<file path="src/rtl/cpu_alu_arbiter_if.sv">
// Request/response and ALU-side bundle for the two-port ALU arbiter.
// The arbiter takes the slave view; the requesters and the ALU model sit on the master view.
interface cpu_alu_arbiter_if;
   logic        req0_valid;
   logic        req0_ready;
   logic [3:0]  req0_op;
   logic [31:0] req0_op1;
   logic [31:0] req0_op2;
   logic        rsp0_valid;
   logic        rsp0_ready;
   logic [31:0] rsp0_result;

   logic        req1_valid;
   logic        req1_ready;
   logic [3:0]  req1_op;
   logic [31:0] req1_op1;
   logic [31:0] req1_op2;
   logic        rsp1_valid;
   logic        rsp1_ready;
   logic [31:0] rsp1_result;

   logic [3:0]  alu_op;
   logic [31:0] alu_op1;
   logic [31:0] alu_op2;
   logic [31:0] alu_result;
   logic [31:0] alu_shift_result;
   logic        alu_compare_result;

   logic        busy;

   modport slave (
      input  req0_valid, req0_op, req0_op1, req0_op2, rsp0_ready,
      input  req1_valid, req1_op, req1_op1, req1_op2, rsp1_ready,
      input  alu_result, alu_shift_result, alu_compare_result,
      output req0_ready, rsp0_valid, rsp0_result,
      output req1_ready, rsp1_valid, rsp1_result,
      output alu_op, alu_op1, alu_op2, busy
   );

   modport master (
      output req0_valid, req0_op, req0_op1, req0_op2, rsp0_ready,
      output req1_valid, req1_op, req1_op1, req1_op2, rsp1_ready,
      output alu_result, alu_shift_result, alu_compare_result,
      input  req0_ready, rsp0_valid, rsp0_result,
      input  req1_ready, rsp1_valid, rsp1_result,
      input  alu_op, alu_op1, alu_op2, busy
   );
endinterface

</file>
<file path="src/rtl/cpu_alu_arbiter.sv">
// Round-robin arbiter sharing one ALU between the execute stage (port 0)
// and the address/branch unit (port 1). One op in flight at a time.
//
// state | meaning
// IDLE  | no op in flight; ready offered to the granted requester
// EXEC  | ALU driven from captured operands, counting down the ALU latency
// RESP  | result held on the owner's response port until accepted
module cpu_alu_arbiter #(
   parameter int ALU_LATENCY = 1
) (
   input logic             i_clock,
   input logic             i_reset,
   cpu_alu_arbiter_if.slave bus
);

   typedef enum logic [1:0] {IDLE, EXEC, RESP} state_t;

   localparam logic [1:0] CNT_INIT = 2'(ALU_LATENCY - 1);

   state_t      state;
   logic        last_grant;
   logic        owner;
   logic [1:0]  cnt;
   logic [3:0]  cap_op;
   logic [31:0] cap_op1;
   logic [31:0] cap_op2;
   logic [31:0] result;

   logic        grant0;
   logic        grant1;
   logic        owner_ready;
   logic        in_resp;
   logic        driving_alu;
   logic [31:0] sel_result;

   // Grant: a lone requester wins; on contention the port not served last wins.
   always_comb begin
      grant0 = 1'b0;
      grant1 = 1'b0;
      if (state == IDLE && !i_reset) begin
         if (bus.req0_valid && (!bus.req1_valid || last_grant))
            grant0 = 1'b1;
         else if (bus.req1_valid)
            grant1 = 1'b1;
      end
   end

   // Pick the ALU output that matches the op class; op 15 has no class and yields zero.
   always_comb begin
      sel_result = 32'd0;
      if (cap_op <= 4'd5)
         sel_result = bus.alu_result;
      else if (cap_op <= 4'd8)
         sel_result = bus.alu_shift_result;
      else if (cap_op <= 4'd14)
         sel_result = {31'b0, bus.alu_compare_result};
   end

   assign owner_ready = owner ? bus.rsp1_ready : bus.rsp0_ready;

   // Arbitration FSM: capture on handshake, wait out the ALU, hold the response.
   always_ff @(posedge i_clock) begin
      if (i_reset) begin
         state      <= IDLE;
         last_grant <= 1'b1;
         owner      <= 1'b0;
         cnt        <= 2'd0;
         cap_op     <= 4'd0;
         cap_op1    <= 32'd0;
         cap_op2    <= 32'd0;
         result     <= 32'd0;
      end else begin
         case (state)
            IDLE: begin
               if (grant0 || grant1) begin
                  owner      <= grant1;
                  last_grant <= grant1;
                  cap_op     <= grant1 ? bus.req1_op  : bus.req0_op;
                  cap_op1    <= grant1 ? bus.req1_op1 : bus.req0_op1;
                  cap_op2    <= grant1 ? bus.req1_op2 : bus.req0_op2;
                  cnt        <= CNT_INIT;
                  state      <= EXEC;
               end
            end
            EXEC: begin
               if (cnt == 2'd0) begin
                  result <= sel_result;
                  state  <= RESP;
               end else begin
                  cnt <= cnt - 2'd1;
               end
            end
            RESP: begin
               if (owner_ready)
                  state <= IDLE;
            end
            default: state <= IDLE;
         endcase
      end
   end

   assign in_resp     = (state == RESP);
   assign driving_alu = (state != IDLE);

   assign bus.req0_ready  = grant0;
   assign bus.req1_ready  = grant1;
   assign bus.rsp0_valid  = in_resp && !owner;
   assign bus.rsp1_valid  = in_resp && owner;
   assign bus.rsp0_result = (in_resp && !owner) ? result : 32'd0;
   assign bus.rsp1_result = (in_resp && owner)  ? result : 32'd0;
   // Captured operands stay in their registers after an op; gate them so IDLE shows zeros.
   assign bus.alu_op  = driving_alu ? cap_op  : 4'd0;
   assign bus.alu_op1 = driving_alu ? cap_op1 : 32'd0;
   assign bus.alu_op2 = driving_alu ? cap_op2 : 32'd0;
   assign bus.busy    = driving_alu;

endmodule

</file>
<file path="src/flat_wrapper.sv">
// flat-port wrapper written by rule: the top's interface ports become plain ports
module cpu_alu_arbiter_flat 
#(
   parameter int ALU_LATENCY = 1
)
  (i_clock, i_reset, bus_req0_valid, bus_req0_op, bus_req0_op1, bus_req0_op2, bus_rsp0_ready, bus_req1_valid, bus_req1_op, bus_req1_op1, bus_req1_op2, bus_rsp1_ready, bus_alu_result, bus_alu_shift_result, bus_alu_compare_result, bus_req0_ready, bus_rsp0_valid, bus_rsp0_result, bus_req1_ready, bus_rsp1_valid, bus_rsp1_result, bus_alu_op, bus_alu_op1, bus_alu_op2, bus_busy);
  cpu_alu_arbiter_if bus_i ();
  input logic i_clock;
  input logic i_reset;
  input wire logic [$bits(bus_i.req0_valid)-1:0] bus_req0_valid;
  input wire logic [$bits(bus_i.req0_op)-1:0] bus_req0_op;
  input wire logic [$bits(bus_i.req0_op1)-1:0] bus_req0_op1;
  input wire logic [$bits(bus_i.req0_op2)-1:0] bus_req0_op2;
  input wire logic [$bits(bus_i.rsp0_ready)-1:0] bus_rsp0_ready;
  input wire logic [$bits(bus_i.req1_valid)-1:0] bus_req1_valid;
  input wire logic [$bits(bus_i.req1_op)-1:0] bus_req1_op;
  input wire logic [$bits(bus_i.req1_op1)-1:0] bus_req1_op1;
  input wire logic [$bits(bus_i.req1_op2)-1:0] bus_req1_op2;
  input wire logic [$bits(bus_i.rsp1_ready)-1:0] bus_rsp1_ready;
  input wire logic [$bits(bus_i.alu_result)-1:0] bus_alu_result;
  input wire logic [$bits(bus_i.alu_shift_result)-1:0] bus_alu_shift_result;
  input wire logic [$bits(bus_i.alu_compare_result)-1:0] bus_alu_compare_result;
  output wire logic [$bits(bus_i.req0_ready)-1:0] bus_req0_ready;
  output wire logic [$bits(bus_i.rsp0_valid)-1:0] bus_rsp0_valid;
  output wire logic [$bits(bus_i.rsp0_result)-1:0] bus_rsp0_result;
  output wire logic [$bits(bus_i.req1_ready)-1:0] bus_req1_ready;
  output wire logic [$bits(bus_i.rsp1_valid)-1:0] bus_rsp1_valid;
  output wire logic [$bits(bus_i.rsp1_result)-1:0] bus_rsp1_result;
  output wire logic [$bits(bus_i.alu_op)-1:0] bus_alu_op;
  output wire logic [$bits(bus_i.alu_op1)-1:0] bus_alu_op1;
  output wire logic [$bits(bus_i.alu_op2)-1:0] bus_alu_op2;
  output wire logic [$bits(bus_i.busy)-1:0] bus_busy;
  assign bus_i.req0_valid = bus_req0_valid;
  assign bus_i.req0_op = bus_req0_op;
  assign bus_i.req0_op1 = bus_req0_op1;
  assign bus_i.req0_op2 = bus_req0_op2;
  assign bus_i.rsp0_ready = bus_rsp0_ready;
  assign bus_i.req1_valid = bus_req1_valid;
  assign bus_i.req1_op = bus_req1_op;
  assign bus_i.req1_op1 = bus_req1_op1;
  assign bus_i.req1_op2 = bus_req1_op2;
  assign bus_i.rsp1_ready = bus_rsp1_ready;
  assign bus_i.alu_result = bus_alu_result;
  assign bus_i.alu_shift_result = bus_alu_shift_result;
  assign bus_i.alu_compare_result = bus_alu_compare_result;
  assign bus_req0_ready = bus_i.req0_ready;
  assign bus_rsp0_valid = bus_i.rsp0_valid;
  assign bus_rsp0_result = bus_i.rsp0_result;
  assign bus_req1_ready = bus_i.req1_ready;
  assign bus_rsp1_valid = bus_i.rsp1_valid;
  assign bus_rsp1_result = bus_i.rsp1_result;
  assign bus_alu_op = bus_i.alu_op;
  assign bus_alu_op1 = bus_i.alu_op1;
  assign bus_alu_op2 = bus_i.alu_op2;
  assign bus_busy = bus_i.busy;
  cpu_alu_arbiter #(.ALU_LATENCY(ALU_LATENCY)) u_core (.i_clock(i_clock), .i_reset(i_reset), .bus(bus_i));
endmodule
</file>
<file path="config.mk">
export PLATFORM = sky130hd
export DESIGN_NAME = cpu_alu_arbiter_flat
export DESIGN_NICKNAME = d
export VERILOG_FILES = /design/src/rtl/cpu_alu_arbiter_if.sv /design/src/rtl/cpu_alu_arbiter.sv /design/src/flat_wrapper.sv
export SDC_FILE = /design/constraint.sdc
export NUM_CORES = 1
export LEC_CHECK = 0
export CELL_PAD_IN_SITES_DETAIL_PLACEMENT = 0
export CELL_PAD_IN_SITES_GLOBAL_PLACEMENT = 1
export CORE_MARGIN = 4
export CORE_UTILIZATION = 25
export DETAILED_ROUTE_END_ITERATION = 12
export PLACE_DENSITY = 0.87
export SETUP_SLACK_MARGIN = 0.1
export SYNTH_ARGS = -nofsm -noshare
export SYNTH_HDL_FRONTEND = slang
export SYNTH_SLANG_ARGS = --single-unit
</file>
<file path="constraint.sdc">
create_clock -name i_clock -period 2.04 [get_ports i_clock]
set_clock_uncertainty 0.05 [all_clocks]
set_input_delay 0.204 -clock i_clock [delete_from_list [all_inputs] [get_ports i_clock]]
set_output_delay 0.204 -clock i_clock [all_outputs]
set_load 0.01 [all_outputs]
</file>
# Word-level counts from Yosys, hierarchy flattened

Cells that the tools add are included.

Register bits after elaboration: 106
Output and inout port bits: 137
Logic and storage cells: 59

Add/sub/neg operators: 1
$lt $le $gt $ge: 3
Eq/ne operators: 6
Muxes and demuxes: 24
Reductions and logical operators: 17

Operators by type and width:

| cell                                                   | count |
|---|---|
| two-way mux 32 bit                                     | 8 |
| two-way mux 2 bit                                      | 5 |
| <= comparator 4 bit (second input constant)            | 2 |
| two-way mux 4 bit                                      | 2 |
| two-way mux 1 bit                                      | 7 |
| one-hot mux 2 bit (3 select lines)                     | 1 |
| AND reduction 3 bit                                    | 2 |
| <= comparator 4 x 3 -> 1 bit (second input constant)   | 1 |
| logical AND 1 bit                                      | 4 |
| logical NOT 2 bit                                      | 2 |
| inequality test 2 x 1 -> 1 bit (second input constant) | 2 |
| inequality test 2 bit (second input constant)          | 2 |
| one-hot mux 2 bit (2 select lines)                     | 1 |
| AND reduction 2 bit                                    | 2 |
| nonzero test 2 bit                                     | 2 |
| logical NOT 1 bit                                      | 3 |
| equality test 2 x 1 -> 1 bit (second input constant)   | 1 |
| equality test 2 bit (second input constant)            | 1 |
| logical OR 1 bit                                       | 2 |
| subtractor 2 x 1 -> 2 bit (second input constant)      | 1 |

# Longest topological paths before layout

Depth in word-level cells: 8
Depth in mapped cells: 8

# Worst setup path before layout

No wires, ideal clock.

Kind: flip-flop to output port
Start point: reg u_core.state[1]
End point: out bus_rsp0_result[22]
Data arrival time: 1,342 ps
Data required time: 1,786 ps
Slack: 444 ps
Stages on the path, launching flop included: 4
Buffers on the path: 1
Cell sequence: dfxtp_1 nor3b_1 clkbuf_1 and2_1

Longest elaborated chain between the ends: 3

Ends and longest elaborated chain:

| item                     | RTL line               | source |
|---|---|---|
| start: declaration       | cpu_alu_arbiter.sv:20  | `state_t state;` |
| start signal: assignment | cpu_alu_arbiter.sv:64  | `state <= IDLE;` |
| start signal: assignment | cpu_alu_arbiter.sv:82  | `state <= EXEC;` |
| start signal: assignment | cpu_alu_arbiter.sv:88  | `state <= RESP;` |
| equality test 2 bit      | cpu_alu_arbiter.sv:102 | `assign in_resp = (state == RESP);` |
| logical AND 1 bit        | n/a                    |  |
| via bus_rsp0_valid       | flat_wrapper.sv:24     | `output wire logic [$bits(bus_i.rsp0_valid)-1:0] bus_rsp0_valid;` |
| two-way mux 32 bit       | cpu_alu_arbiter.sv:109 | `assign bus.rsp0_result = (in_resp && !owner) ? result : 32'd0;` |
| end: declaration         | flat_wrapper.sv:25     | `output wire logic [$bits(bus_i.rsp0_result)-1:0] bus_rsp0_result;` |

The timed path passes the listed nets, and every way through them passes these cells.

# Worst setup path after layout

Start point: reg u_core.state[0]
End point: reg u_core.cap_op1[24]

Longest elaborated chain between the ends: 5
Elaborated cells between the ends (all ways): 7

Ends and longest elaborated chain:

| item                                 | RTL line                                     | source |
|---|---|---|
| logical NOT 2 bit *                  | cpu_alu_arbiter.sv:40, cpu_alu_arbiter.sv:73 |  |
| logical AND 1 bit                    | cpu_alu_arbiter.sv:40                        | `if (state == IDLE && !i_reset) begin` |
| two-way mux 1 bit                    | cpu_alu_arbiter.sv:40                        |  |
| logical OR 1 bit                     | cpu_alu_arbiter.sv:75                        | `if (grant0 \|\| grant1) begin` |
| AND reduction 2 bit (no source line) | n/a                                          |  |
| end signal: assignment               | cpu_alu_arbiter.sv:79                        | `cap_op1 <= grant1 ? bus.req1_op1 : bus.req0_op1;` |
| end: declaration                     | cpu_alu_arbiter.sv:25                        | `logic [31:0] cap_op1;` |

Every way passes the cells marked *; elsewhere a longest branch is shown, timed or not.
A chain may end at the register's enable or synchronous reset.

==> run metrics <==
hold_buf cts 0; Crit path required time about 2.2 ns; VDD IR-drop max 0.391 mV; diode count 0; synthesized area per cell roughly 7.6 µm²; Least-Margin Pin Slew approximately 0.66 ns; Post-synth EDFFs 0; Worst Setup SP u_core.state[0]$_SDFFE_PP0P_; syn nets slightly above 900; CTS tree yes; Seq cells post-synth 106; WL/cell between 15 and 20 µm; Synth warnings 0; Num CTS Buffers 9; Initial Util approximately 26%; Cell Area, Synth 0.00547 mm²; r2r endpoint u_core.cap_op1[24]$_SDFFE_PP0P_; number of clock sinks between 100 and 150; Highest Clock Rate ~530 MHz; largest net degree at the start of global routing 73; die height 156 µm; post-synthesis sequential area ratio about two fifths; Tmin final 1.88 ns; power density over the cells roughly 600 mW/mm²; Largest stage delay, worst path 0.49 ns; core area 0.0213 mm²; Storage cell area 0.00213 mm²; vias per cell approximately 4.7; Residual DRC 0; CP max FO 72; final hold vios 0; Pins Over Slew Limit 0; asr flop ratio synth 0%; Worst R2R Start u_core.state[0]$_SDFFE_PP0P_; Most used DFF post-synth dfxtp_1; Leakage 4.26 nW; cell count after placement 1295; startpoint types flip-flop; RSZ-0062 raised after global routing true; vias in the first global route between 5000 and 6000; max-cap viol count 0; DR iter-0 viols 300; IO Port Bufs 343; deepest clock path buffer count 2; num rows 53; Post-Route WL ~22000 µm; Layout area overhead 73.8%; layout cells sized above 1 9.11%; crit-path cells nor2_4 > inv_4 > or3_2 > buf_12 > a21oi_1 > a211oi_1; Reg clk slew, reported paths 0.07 ns; FF-to-FF setup slack roughly 0.16 ns; grt ovf 0; Cells after Synth 719; hold path endpoint u_core.cnt[1]$_SDFFE_PP0P_; min-delay src i_reset; first-pass GRT wire length 33300 µm; ANT nets after route 0; dpl hpwl 16000 µm; run status completed; clock root cell clkbuf_16; critical path class reg -> reg; WP data arrival 2.03 ns; final hold slack 0.323 ns; hold path cells 3; Final GP Congestion approximately 0.80; initial antenna violation count 0; nets 1246; Die Wd 156 µm; CP Capture Type flip-flop; GRT Resource Usage Total 17.1%; die area approximately 0.024 mm²; clock latency on the worst-skew pair 0.35 ns; Layout Cells excl Fill around 1300; Multi-input gate area between 0.003 and 0.004 mm²; First-pass DRT Iterations 4; Reg2Reg Depth 6; Util after Layout roughly 45%; Vias 6238; Slew headroom 55.8%; number of fill cells in the layout 2213; final worst path period share 92.3%; Unique masters post-synth 34; Worst Hold Class in -> reg; slowest stage cell, crit path or3_2; H-tree levels 3; endpoints failing setup 0; Ports between 300 and 400
cells in the final DEF (no fill, tap or decap), types with 2 or more instances in the layout:
cell type	netlist	final
dfxtp_4	0	2
dfxtp_1	106	103
dlymetal6s2s_1	0	2
nor3b_4	0	2
and2_1	132	131
buf_16	0	2
clkdlybuf4s50_1	0	205
mux2i_1	4	3
buf_4	4	17
a221oi_1	31	31
clkbuf_1	41	2
nor2_1	106	105
inv_1	4	4
dlygate4sd2_1	0	99
buf_12	0	13
inv_6	0	2
a21oi_1	73	71
nand2_1	75	74
clkbuf_16	0	10
clkbuf_2	0	28
a211oi_1	68	68
clkdlybuf4s15_1	0	8
nor3_1	32	32
flip-flops by register name (all words and copies together), names as in the netlist:
signal and count:
u_core.state 2, u_core.result 32, u_core.cap_op1 32, u_core.cap_op 4
u_core.cnt 2, u_core.owner 1, u_core.cap_op2 32, u_core.last_grant 1
per-stage QoR:
| stage | setup slack, ns | setup TNS, ns | area, µm² | power (mW) |
|---|---|---|---|---|
| floorplan | 0.444 | 0 | 5470 | 3.08 |
| detailed placement | -0.0257 | -0.0257 | 9300 | 3.90 |
| finish | 0.157 | 0 | 9510 | 5.68 |
| global route | 0.0771 | 0 | 9510 | 6.00 |
| CTS | -0.102 | -0.102 | 9540 | 5.77 |
| global placement | -0.0257 | -0.0257 | 9300 | 3.88 |
Yosys cell counts (2+ instances only):
| library cell | instances | area (µm²) |
|---|---|---|
| nor3_1 | 32 | 160 |
| buf_2 | 19 | 95.1 |
| a211oi_1 | 68 | 510 |
| buf_4 | 4 | 30.0 |
| inv_1 | 4 | 15.0 |
| a21oi_1 | 73 | 365 |
| a221oi_1 | 31 | 272 |
| nor2_1 | 106 | 398 |
| and2_1 | 132 | 826 |
| or3_1 | 2 | 12.5 |
| dfxtp_1 | 106 | 2120 |
| clkbuf_1 | 41 | 154 |
| buf_6 | 3 | 33.8 |
| nand2_1 | 75 | 282 |
| mux2i_1 | 4 | 40.0 |
worst max path at each step:
stage | endpoint | slack, ns | cells past startpoint
3_3_place_gp | bus_req1_ready | -0.03 | 5
3_5_place_dp | bus_req1_ready | -0.03 | 5
6_report | u_core.cap_op1[24]$_SDFFE_PP0P_ | 0.16 | 6
4_1_cts | bus_req1_ready | -0.10 | 4
2_1_floorplan | bus_rsp0_result[22] | 0.44 | 3
5_1_grt | bus_rsp0_result[15] | 0.08 | 5
critical path, delay by kind of cell (launching register included):
kind,cells,cell delay [ns]
simple gates,2,0.65
flops,1,0.38
buf+inv,2,0.30
compound gates,2,0.28
cell type report:
type	count	area share, %
clock buffer	12	2.59
clock inverter	4	0.592
inverter	5	0.224
multi-input combinational	540	32.2
sequential	106	22.4
tap	275	3.62
timing repair buffer	376	38.3
routing by layer:
metal / track usage (%) / up-vias / part of all wire, %
li1: - / 3101 / -
met1: 20.5 / 2852 / 41
met2: 29.5 / 260 / 48
met3: 4.97 / 25 / 9.2
met4: 5.29 / 0 / 2.0
met5: 0 / - / 0
cell families (layout without fill, tap and decap cells):
kind of cell / count (synthesis) / after routing / share of synthesized area (%)
DFF: 106 / 106 / 38.8
and+or+nand+nor: 358 / 358 / 32.3
adders and majority gates: 1 / 1 / 0.229
muxes: 4 / 4 / 0.732
AOI/OAI and AO/OA: 177 / 177 / 21.8
buffers and inverters: 73 / 397 / 6.13
what timing repair did:
action | 4_1_cts | 5_1_grt
buffers inserted | 3 | 1
pin swaps | 0 | 2
setup endpoints to repair | 150 | 57
cloned | 2 | 1
resized for setup | 145 | 71
endpoints found under the hold margin | 0 | 0
power by group:
group          internal, mW  total [mW]  switching [mW]
Clock                  1.00        1.83           0.830
Combinational         0.793        1.49           0.700
Sequential             2.25        2.36           0.106
(Power assumes the default switching activity.)
